### config.mk
export PLATFORM = sky130hd
export DESIGN_NAME = mlaccel_qpi_link
export DESIGN_NICKNAME = d
export VERILOG_FILES = /design/src/rtl/mlaccel_qpi_link.sv
export SDC_FILE = /design/constraint.sdc
export NUM_CORES = 1
export LEC_CHECK = 0
export CAP_MARGIN = 30
export CORE_MARGIN = 2
export CORE_UTILIZATION = 45
export CTS_CLUSTER_SIZE = 28
export DETAILED_ROUTE_END_ITERATION = 6
export PLACE_DENSITY = 0.6
export SLEW_MARGIN = 25
export SYNTH_ARGS = -nofsm -noshare
export SYNTH_HDL_FRONTEND = slang
export SYNTH_SLANG_ARGS = --single-unit
### constraint.sdc
create_clock -name clock -period 8.1 [get_ports clock]
set_clock_uncertainty 0.1 [all_clocks]
set_input_delay 0.81 -clock clock [delete_from_list [all_inputs] [get_ports clock]]
set_output_delay 0.81 -clock clock [all_outputs]
set_load 0.01 [all_outputs]
### src/rtl/mlaccel_qpi_link.sv
// QPI slave front-end: oversamples the host SPI/dual/quad bus in the system clock domain,
// deserialises into an RX FIFO, serialises responses from a TX FIFO, and drives rdy/err status.
module mlaccel_qpi_link #(
  parameter int LANES       = 4,
  parameter int RX_DEPTH    = 8,
  parameter int TX_DEPTH    = 8,
  parameter int SYNC_STAGES = 2
) (
  input  logic                        clock,
  input  logic                        resetn,
  input  logic                        qpi_csb_di,
  input  logic                        qpi_clk_di,
  input  logic [LANES-1:0]            qpi_io_di,
  output logic [LANES-1:0]            qpi_io_do,
  output logic [LANES-1:0]            qpi_io_oe,
  output logic                        qpi_rdy_do,
  output logic                        qpi_err_do,
  output logic                        din_valid,
  input  logic                        din_ready,
  output logic                        din_start,
  output logic [7:0]                  din_data,
  input  logic                        dout_valid,
  output logic                        dout_ready,
  input  logic [7:0]                  dout_data,
  output logic [$clog2(RX_DEPTH):0]   rx_level,
  output logic [$clog2(TX_DEPTH):0]   tx_level
);

  localparam int RXAW = $clog2(RX_DEPTH);
  localparam int TXAW = $clog2(TX_DEPTH);
  localparam logic [RXAW:0] RX_FULL_LVL = (RXAW+1)'(RX_DEPTH);
  localparam logic [RXAW:0] RX_RDY_MAX  = (RXAW+1)'(RX_DEPTH - 2);
  localparam logic [TXAW:0] TX_FULL_LVL = (TXAW+1)'(TX_DEPTH);

  if (!(LANES == 1 || LANES == 2 || LANES == 4)) begin : g_bad_lanes
    $error("mlaccel_qpi_link: LANES must be 1, 2 or 4");
  end
  if (SYNC_STAGES < 2 || RX_DEPTH < 4 || TX_DEPTH < 2) begin : g_bad_depth
    $error("mlaccel_qpi_link: SYNC_STAGES/RX_DEPTH/TX_DEPTH out of range");
  end

  logic [SYNC_STAGES-1:0] csb_sync, clk_sync, prime_sr;
  logic [LANES-1:0]       io_sync [SYNC_STAGES-1];

  // io only needs to reach the stage that carries the new clk value
  always_ff @(posedge clock or negedge resetn) begin
    if (!resetn) begin
      csb_sync <= '1;
      clk_sync <= '0;
      prime_sr <= '0;
      for (int i = 0; i < SYNC_STAGES-1; i++) io_sync[i] <= '0;
    end else begin
      csb_sync <= {csb_sync[SYNC_STAGES-2:0], qpi_csb_di};
      clk_sync <= {clk_sync[SYNC_STAGES-2:0], qpi_clk_di};
      prime_sr <= {prime_sr[SYNC_STAGES-2:0], 1'b1};
      io_sync[0] <= qpi_io_di;
      for (int i = 1; i < SYNC_STAGES-1; i++) io_sync[i] <= io_sync[i-1];
    end
  end

  logic             csb_s, clk_rise, clk_fall, latched_reset, selected;
  logic [LANES-1:0] io_s;

  assign csb_s    = csb_sync[SYNC_STAGES-1];
  assign clk_rise = clk_sync[SYNC_STAGES-2] & ~clk_sync[SYNC_STAGES-1];
  assign clk_fall = ~clk_sync[SYNC_STAGES-2] & clk_sync[SYNC_STAGES-1];
  assign io_s     = io_sync[SYNC_STAGES-2];
  assign selected = ~csb_s & ~latched_reset;

  // The reset value of the csb synchroniser is not a real sample, so wait until it has flushed
  always_ff @(posedge clock or negedge resetn) begin
    if (!resetn) latched_reset <= 1'b1;
    else if (prime_sr[SYNC_STAGES-1] && csb_s) latched_reset <= 1'b0;
  end

  logic [2:0] bit_cnt, cnt_next;
  logic       first;
  logic [7:0] rx_sr, rx_sr_next;
  logic       rx_push;

  assign cnt_next   = bit_cnt + 3'(LANES);
  assign rx_sr_next = {rx_sr[7-LANES:0], io_s};
  assign rx_push    = selected && clk_rise && (cnt_next == 3'd0);

  always_ff @(posedge clock or negedge resetn) begin
    if (!resetn) begin
      bit_cnt <= '0;
      first   <= 1'b1;
      rx_sr   <= '0;
    end else if (!selected) begin
      bit_cnt <= '0;
      first   <= 1'b1;
      rx_sr   <= '0;
    end else if (clk_rise) begin
      rx_sr   <= rx_sr_next;
      bit_cnt <= cnt_next;
      if (cnt_next == 3'd0) first <= 1'b0;
    end
  end

  logic [8:0]    rx_mem [RX_DEPTH];
  logic [RXAW:0] rx_wr, rx_rd, rx_count;
  logic          rx_full, din_pop, rx_accept, rx_overflow;
  logic [8:0]    rx_head;

  assign rx_count    = rx_wr - rx_rd;
  assign rx_full     = (rx_count == RX_FULL_LVL);
  assign din_valid   = (rx_count != '0);
  assign din_pop     = din_valid && din_ready;
  assign rx_accept   = rx_push && (!rx_full || din_pop);
  assign rx_overflow = rx_push && rx_full && !din_pop;
  assign rx_head     = rx_mem[rx_rd[RXAW-1:0]];
  assign din_start   = rx_head[8];
  assign din_data    = rx_head[7:0];
  assign rx_level    = rx_count;

  // RX contents survive deselect; only reset empties the FIFO
  always_ff @(posedge clock or negedge resetn) begin
    if (!resetn) begin
      rx_wr <= '0;
      rx_rd <= '0;
      for (int i = 0; i < RX_DEPTH; i++) rx_mem[i] <= '0;
    end else begin
      if (rx_accept) rx_mem[rx_wr[RXAW-1:0]] <= {first, rx_sr_next};
      rx_wr <= rx_wr + (RXAW+1)'(rx_accept);
      rx_rd <= rx_rd + (RXAW+1)'(din_pop);
    end
  end

  always_ff @(posedge clock or negedge resetn) begin
    if (!resetn) begin
      qpi_err_do <= 1'b0;
      qpi_rdy_do <= 1'b0;
    end else begin
      qpi_rdy_do <= selected && (rx_count <= RX_RDY_MAX);
      if (!selected) qpi_err_do <= 1'b0;
      else if (rx_overflow) qpi_err_do <= 1'b1;
    end
  end

  logic [7:0]    tx_mem [TX_DEPTH];
  logic [TXAW:0] tx_wr, tx_rd, tx_count, tx_count_next;
  logic          tx_push, tx_pop, tx_oe;
  logic [7:0]    tx_sr;

  assign tx_count      = tx_wr - tx_rd;
  assign tx_push       = selected && dout_valid && dout_ready;
  assign tx_pop        = selected && clk_fall && (bit_cnt == 3'd0) && (tx_count != '0);
  assign tx_count_next = selected ? tx_count + (TXAW+1)'(tx_push) - (TXAW+1)'(tx_pop) : '0;
  assign tx_level      = tx_count;

  always_ff @(posedge clock or negedge resetn) begin
    if (!resetn) begin
      tx_wr      <= '0;
      tx_rd      <= '0;
      dout_ready <= 1'b0;
      for (int i = 0; i < TX_DEPTH; i++) tx_mem[i] <= '0;
    end else begin
      dout_ready <= (tx_count_next != TX_FULL_LVL);
      if (!selected) begin
        tx_wr <= '0;
        tx_rd <= '0;
      end else begin
        if (tx_push) tx_mem[tx_wr[TXAW-1:0]] <= dout_data;
        tx_wr <= tx_wr + (TXAW+1)'(tx_push);
        tx_rd <= tx_rd + (TXAW+1)'(tx_pop);
      end
    end
  end

  // A byte is loaded only at a byte boundary, so io_oe covers whole byte windows
  always_ff @(posedge clock or negedge resetn) begin
    if (!resetn) begin
      tx_sr <= '0;
      tx_oe <= 1'b0;
    end else if (!selected) begin
      tx_sr <= '0;
      tx_oe <= 1'b0;
    end else if (clk_fall) begin
      if (bit_cnt == 3'd0) begin
        if (tx_count != '0) begin
          tx_sr <= tx_mem[tx_rd[TXAW-1:0]];
          tx_oe <= 1'b1;
        end else begin
          tx_sr <= '0;
          tx_oe <= 1'b0;
        end
      end else if (tx_oe) begin
        tx_sr <= tx_sr << LANES;
      end
    end
  end

  assign qpi_io_do = tx_sr[7 -: LANES];
  assign qpi_io_oe = {LANES{tx_oe}};

endmodule

==> results.cfg, run 1 <==
[clock_network]
htree_num_levels = 4
cts_hold_buf = 0
clock_latency_ps = 420
clock-sinks = 181
clk_pin_slew_worst_paths_ps = 70
cts_buffer_depth = 2
clk_root_buffer_cell = clkbuf_16
cts.repair.resized = 0
cts_setup_buffers = 0
cts_tree = done
cts_buffers = 17

[worst_setup_path]
crit_chain = clkinv_1 > ha_1 > and3b_1 > or3_4 > nand2_2 > inv_2 > or4_1 > clkdlybuf4s50_1
startpoint_type = flop
worstPathMaxFanout = 12
r2r_cells = 14
crit_type = flop to output port
cp_slowest_cell = dfrtp_1
cp.required_ps = 7190
crit_path_max_incr_delay_ps = 630
critPathCaptureType = output port
reg2reg_slack_ps = 3950
regToRegStartpoint = tx_rd[1]
cp.arrival_ps = 3720
r2r-end = dout_ready

[timing]
rsz0062_at_grt = no
hold_viol = 0
worstMarginPinSlew_ps = 943
period_needed_ps = 4630
setup-tns-final_ps = 0
finalWorstSetupSlack_ps = 3470
setup_viol = 0
timing.fmax_ghz = 0.216
max-slew-margin-rel = 0.369
final_max_slew_viol_count = 0
holdWs_ps = 140
fin_crit_sh = 0.571

[synth]
syn-cell-area_um2 = 8310
yosysSeqAreaShare = 0.546
synthTopCellsByCount = dfrtp_1, mux2_2, nand2_1, mux2_1, o2bb2ai_1
synth.distinct_cells = 52
synthCells = 591
synth_top_area_cell = dfrtp_1
synth_edf_count = 0
synth_most_common_cell = dfrtp_1
ys_ff_latch = 181
synth-async-reset-ratio = 1.00
ys_warn_count = 0
syn_nets = 629
avgSynthCellArea_um2 = 14.1
synth_area_leaders = dfrtp_1, mux4_2, mux2_2, mux2_1, o2bb2ai_1
synth_top_area_frac = 0.533
dominantRegCellSynth = dfrtp_1

[cells_and_area]
fillCellCount = 1499
post-route-util = 0.534
drive_gt1_frac = 0.244
nNetsFinal = 668
antenna_cells = 0
seqCellArea_um2 = 4530
multiInputGateArea_um2 = 3530
areaGrowthSynthToFinish_pct = 15.8

[place]
gp_congestion = 0.803
io_buffers = 46
pre_cts_ws_ps = 3540
hpwl_um = 12000

[floorplanning]
die-area_um2 = 19600
core-area_um2 = 18000
num_io_pins = 47
dieHeight_um = 140
start_util = 0.461
dieWidth_um = 140
rows = 49

[power_and_ir_drop]
ir_drop_v = 0.000231
power_mw = 2.70
p_leak_nw = 4.48
p_per_area_nw_per_um2 = 280

[routing]
wl_per_cell_um = 20.6
drc = 0
ant_nets = 0
vias = 4920
drtIter0Drc = 369
routed_wl_um = 18000
drtPass1Iterations = 4
avgViaCountPerCell = 5.64

[grt]
grt_usage = 0.196
antenna_found_initial = 0
grt_max_degree = 101
grt_first_pass_wirelength_um = 29700
grt_overflow_total = 0
grt_pass1_vias = 5236

[job]
maxCapViolations = 0

[hold_path]
min_path_type = input port to async pin

[outcome]
status = finished, final reports clean
-- routing by layer --
layer | GRT usage | vias to the layer above | wire length [um] | share of wire
met5 | 0 | - | 0 | 0
met4 | 0.0574 | 0 | 219 | 0.012
met2 | 0.323 | 59 | 8930 | 0.50
met3 | 0.0409 | 18 | 507 | 0.028
li1 | - | 2231 | - | -
met1 | 0.266 | 2612 | 8320 | 0.46
-- layout make-up --
| cell class | count | share of cell area |
|---|---|---|
| clock inverter | 14 | 0.0229 |
| tap | 229 | 0.0298 |
| sequential | 181 | 0.472 |
| inverter | 17 | 0.00664 |
| clock buffer | 18 | 0.0457 |
| multi-input combinational | 360 | 0.367 |
| timing repair buffer | 53 | 0.0565 |
-- per-stage QoR --
step                      instances  instance area (um2)
after global routing            872                 9620
after floorplan                 591                 8310
after global placement          836                 8900
after CTS                       869                 9570
final                           872                 9620
after detailed placement        837                 8910
-- sequential cells by signal (all words and copies together), names as in the netlist --
register	flops
bit_cnt	1
clk_sync	2
csb_sync	2
dout_ready	1
first	1
io_s	4
latched_reset	1
prime_sr	2
qpi_err_do	1
qpi_rdy_do	1
rx_mem	72
rx_rd	4
rx_sr	4
rx_wr	4
tx_mem	64
tx_oe	1
tx_rd	4
tx_sr	8
tx_wr	4
-- how the worst max path moves through the flow --
| stage | from | endpoint | slack (ps) | depth (start not counted) |
|---|---|---|---|---|
| 2_1_floorplan | tx_rd[1] | dout_ready | 4360 | 17 |
| 3_3_place_gp | tx_rd[1] | dout_ready | 3670 | 14 |
| 3_5_place_dp | tx_rd[1] | dout_ready | 3540 | 14 |
| 4_1_cts | rx_rd[2] | din_valid | 3450 | 8 |
| 5_1_grt | rx_rd[2] | din_valid | 3310 | 8 |
| 6_report | rx_rd[2] | din_valid | 3470 | 8 |
-- critical path: cells and delay by family (launching register included) --
kind | cells | cell delay (ps)
adder cells (fa/ha/maj) | 1 | 460
flip-flops | 1 | 630
buffers and inverters | 3 | 1000
AND/OR/NAND/NOR | 4 | 1200
-- cell families (layout without fill, tap and decap cells) --
group | Yosys count | count (layout) | synth area share
AND/OR/NAND/NOR | 114 | 114 | 0.0670
AO/OA/AOI/OAI | 62 | 62 | 0.0645
XOR/XNOR | 17 | 17 | 0.0179
buffers and inverters | 50 | 102 | 0.0291
adder cells (fa/ha/maj) | 20 | 20 | 0.0328
other | 1 | 1 | 0.000452
multiplexers | 146 | 146 | 0.242
flip-flops | 181 | 181 | 0.546
-- cell usage in the layout, fill, tap and decap left out, drive strengths merged, types with 17 or more instances in the layout --
master and n:
clkbuf 18, nand2 56, mux2 100, ha 17
nor2 18, inv 18, mux4 34, o2bb2ai 36
clkdlybuf4s50 45, dfrtp 177
-- power breakdown --
part	switching, mW	internal, mW	leakage (nW)	total (mW)
Sequential	0.0978	1.03	2.42	1.12
Combinational	0.326	0.323	1.75	0.649
Clock	0.365	0.559	0.310	0.924
(Power assumes the default switching activity.)
==> run 2: changes to the inputs <==
- PLACE_DENSITY: 0.6 -> 0.62
- clock period: 8.1 -> 3.74 ns (I/O delays scaled with it)
==> results.cfg, run 2 (synthesis results as in run 1) <==
[outcome]
status = finished, final reports clean

[clock_network]
cts_setup_buffers = 0
cts_tree = done
cts_hold_buf = 1
cts_buffers = 17
cts_buffer_depth = 2
clk_pin_slew_worst_paths_ps = 60
clock-sinks = 181
clock_latency_ps = 420
clk_root_buffer_cell = clkbuf_16
cts.repair.resized = 0
htree_num_levels = 4

[worst_setup_path]
cp_slowest_cell = clkdlybuf4s50_1
crit_chain = ha_1 > and3b_1 > or3_4 > nand2_2 > inv_2 > or4_1 > clkdlybuf4s50_1
startpoint_type = flop
critical-path-top-delay-family = simple AND/OR/NAND/NOR gates
reg2reg_slack_ps = 360
r2r-end = dout_ready
crit_type = flop to output port
regToRegStartpoint = tx_wr[1]
critPathCaptureType = output port
worstPathMaxFanout = 7
crit_path_max_incr_delay_ps = 510
crit_buf_inv = 2
r2r_cells = 14
cp.arrival_ps = 3060
cp.required_ps = 3270

[grt]
grt_first_pass_wirelength_um = 30300
grt_usage = 0.200
grt_max_degree = 83
grt_overflow_total = 0
grt_pass1_vias = 5508
antenna_found_initial = 0

[cells_and_area]
largestRegisters = rx_mem (72), tx_mem (64), tx_sr (8)
drive_gt1_frac = 0.259
top_register = rx_mem
final_common_cell = dfrtp_1
layout_common_cells = dfrtp_1, mux2_2, nand2_1
multiInputGateArea_um2 = 3540
fillCellCount = 1501
largest_reg_flops = 72
nNetsFinal = 684
seqCellArea_um2 = 4530
areaGrowthSynthToFinish_pct = 16.2
final_cells = 888
antenna_cells = 0

[routing]
drtIter0Drc = 285
avgViaCountPerCell = 5.63
vias = 5001
routed_wl_um = 18300
wl_per_cell_um = 20.7
drtPass1Iterations = 4
drc = 0
ant_nets = 0

[place]
hpwl_um = 12300
gp_congestion = 0.791
io_buffers = 46
placed_cells = 855

[timing]
setup-tns-final_ps = 0
max-slew-margin-rel = 0.482
period_needed_ps = 3530
setup_viol = 0
rsz0062_at_grt = no
worstMarginPinSlew_ps = 777
hold_viol = 0
final_max_slew_viol_count = 0
fin_crit_sh = 0.945
timing.fmax_ghz = 0.283

[floorplanning]
dieWidth_um = 140
start_util = 0.461
die-area_um2 = 19600
num_io_pins = 47
rows = 49
core-area_um2 = 18000
dieHeight_um = 140

[power_and_ir_drop]
p_per_area_nw_per_um2 = 586
p_leak_nw = 4.53
ir_drop_v = 0.000337

[hold_path]
min_from = csb_sync[0]
hold_path_end = csb_sync[1]
min_path_type = flop to flop
hold_depth = 0

[job]
maxCapViolations = 0
[run 2: cell types whose count changed in the layout (fill, tap and decap cells not counted)]
cell,previous run,this run
dlygate4sd3_1,0,1
buf_6,2,1
buf_16,1,0
a31oi_1,1,0
clkbuf_8,1,3
clkinvlp_4,4,3
buf_4,3,22
buf_2,1,0
inv_6,3,1
a31oi_2,0,1
bufinv_16,5,2
clkinv_4,1,3
buf_8,1,0
clkbuf_1,0,2
[run 2: worst max-delay path by stage]
| stage | from | end | cells past startpoint |
|---|---|---|---|
| finish | rx_wr[2] | din_valid | 7 |
| CTS | rx_wr[2] | din_valid | 7 |
| global route | rx_wr[2] | din_valid | 7 |
| floorplan | tx_rd[1] | dout_ready | 17 |
| detailed placement | tx_wr[1] | dout_ready | 14 |
| global placement | tx_wr[1] | dout_ready | 14 |
[run 2: layout make-up]
cell class | count | share of cell area
clock buffer | 22 | 0.0491
clock inverter | 10 | 0.0127
inverter | 17 | 0.00661
multi-input combinational | 360 | 0.366
sequential | 181 | 0.470
tap | 229 | 0.0297
timing repair buffer | 69 | 0.0660
[run 2: through the flow]
| stage | util | power, mW | hold WS (ps) | instance area, um2 | worst slack (ps) |
|---|---|---|---|---|---|
| after floorplan | - | 3.33 | -21.6 | 8310 | 3.52 |
| after global placement | 0.502 | 3.84 | 241 | 9040 | 505 |
| after detailed placement | 0.502 | 3.91 | 252 | 9040 | 393 |
| after CTS | 0.535 | 5.72 | 244 | 9650 | 188 |
| after global routing | 0.536 | 5.95 | 251 | 9650 | 102 |
| final | 0.536 | 5.65 | 258 | 9650 | 206 |
[run 2: per-layer routing]
layer	GRT usage	part of all wire	vias to the layer above
li1	-	-	2258
met1	0.254	0.43	2652
met2	0.353	0.53	76
met3	0.0437	0.028	15
met4	0.0458	0.011	0
met5	0	0	-
[run 2: report_power, final]
part           leakage, nW  internal [mW]  switching [mW]
Clock                0.283           1.04           0.748
Combinational         1.82          0.709           0.768
Sequential            2.42           2.22           0.165
Total                 4.53           3.97            1.68
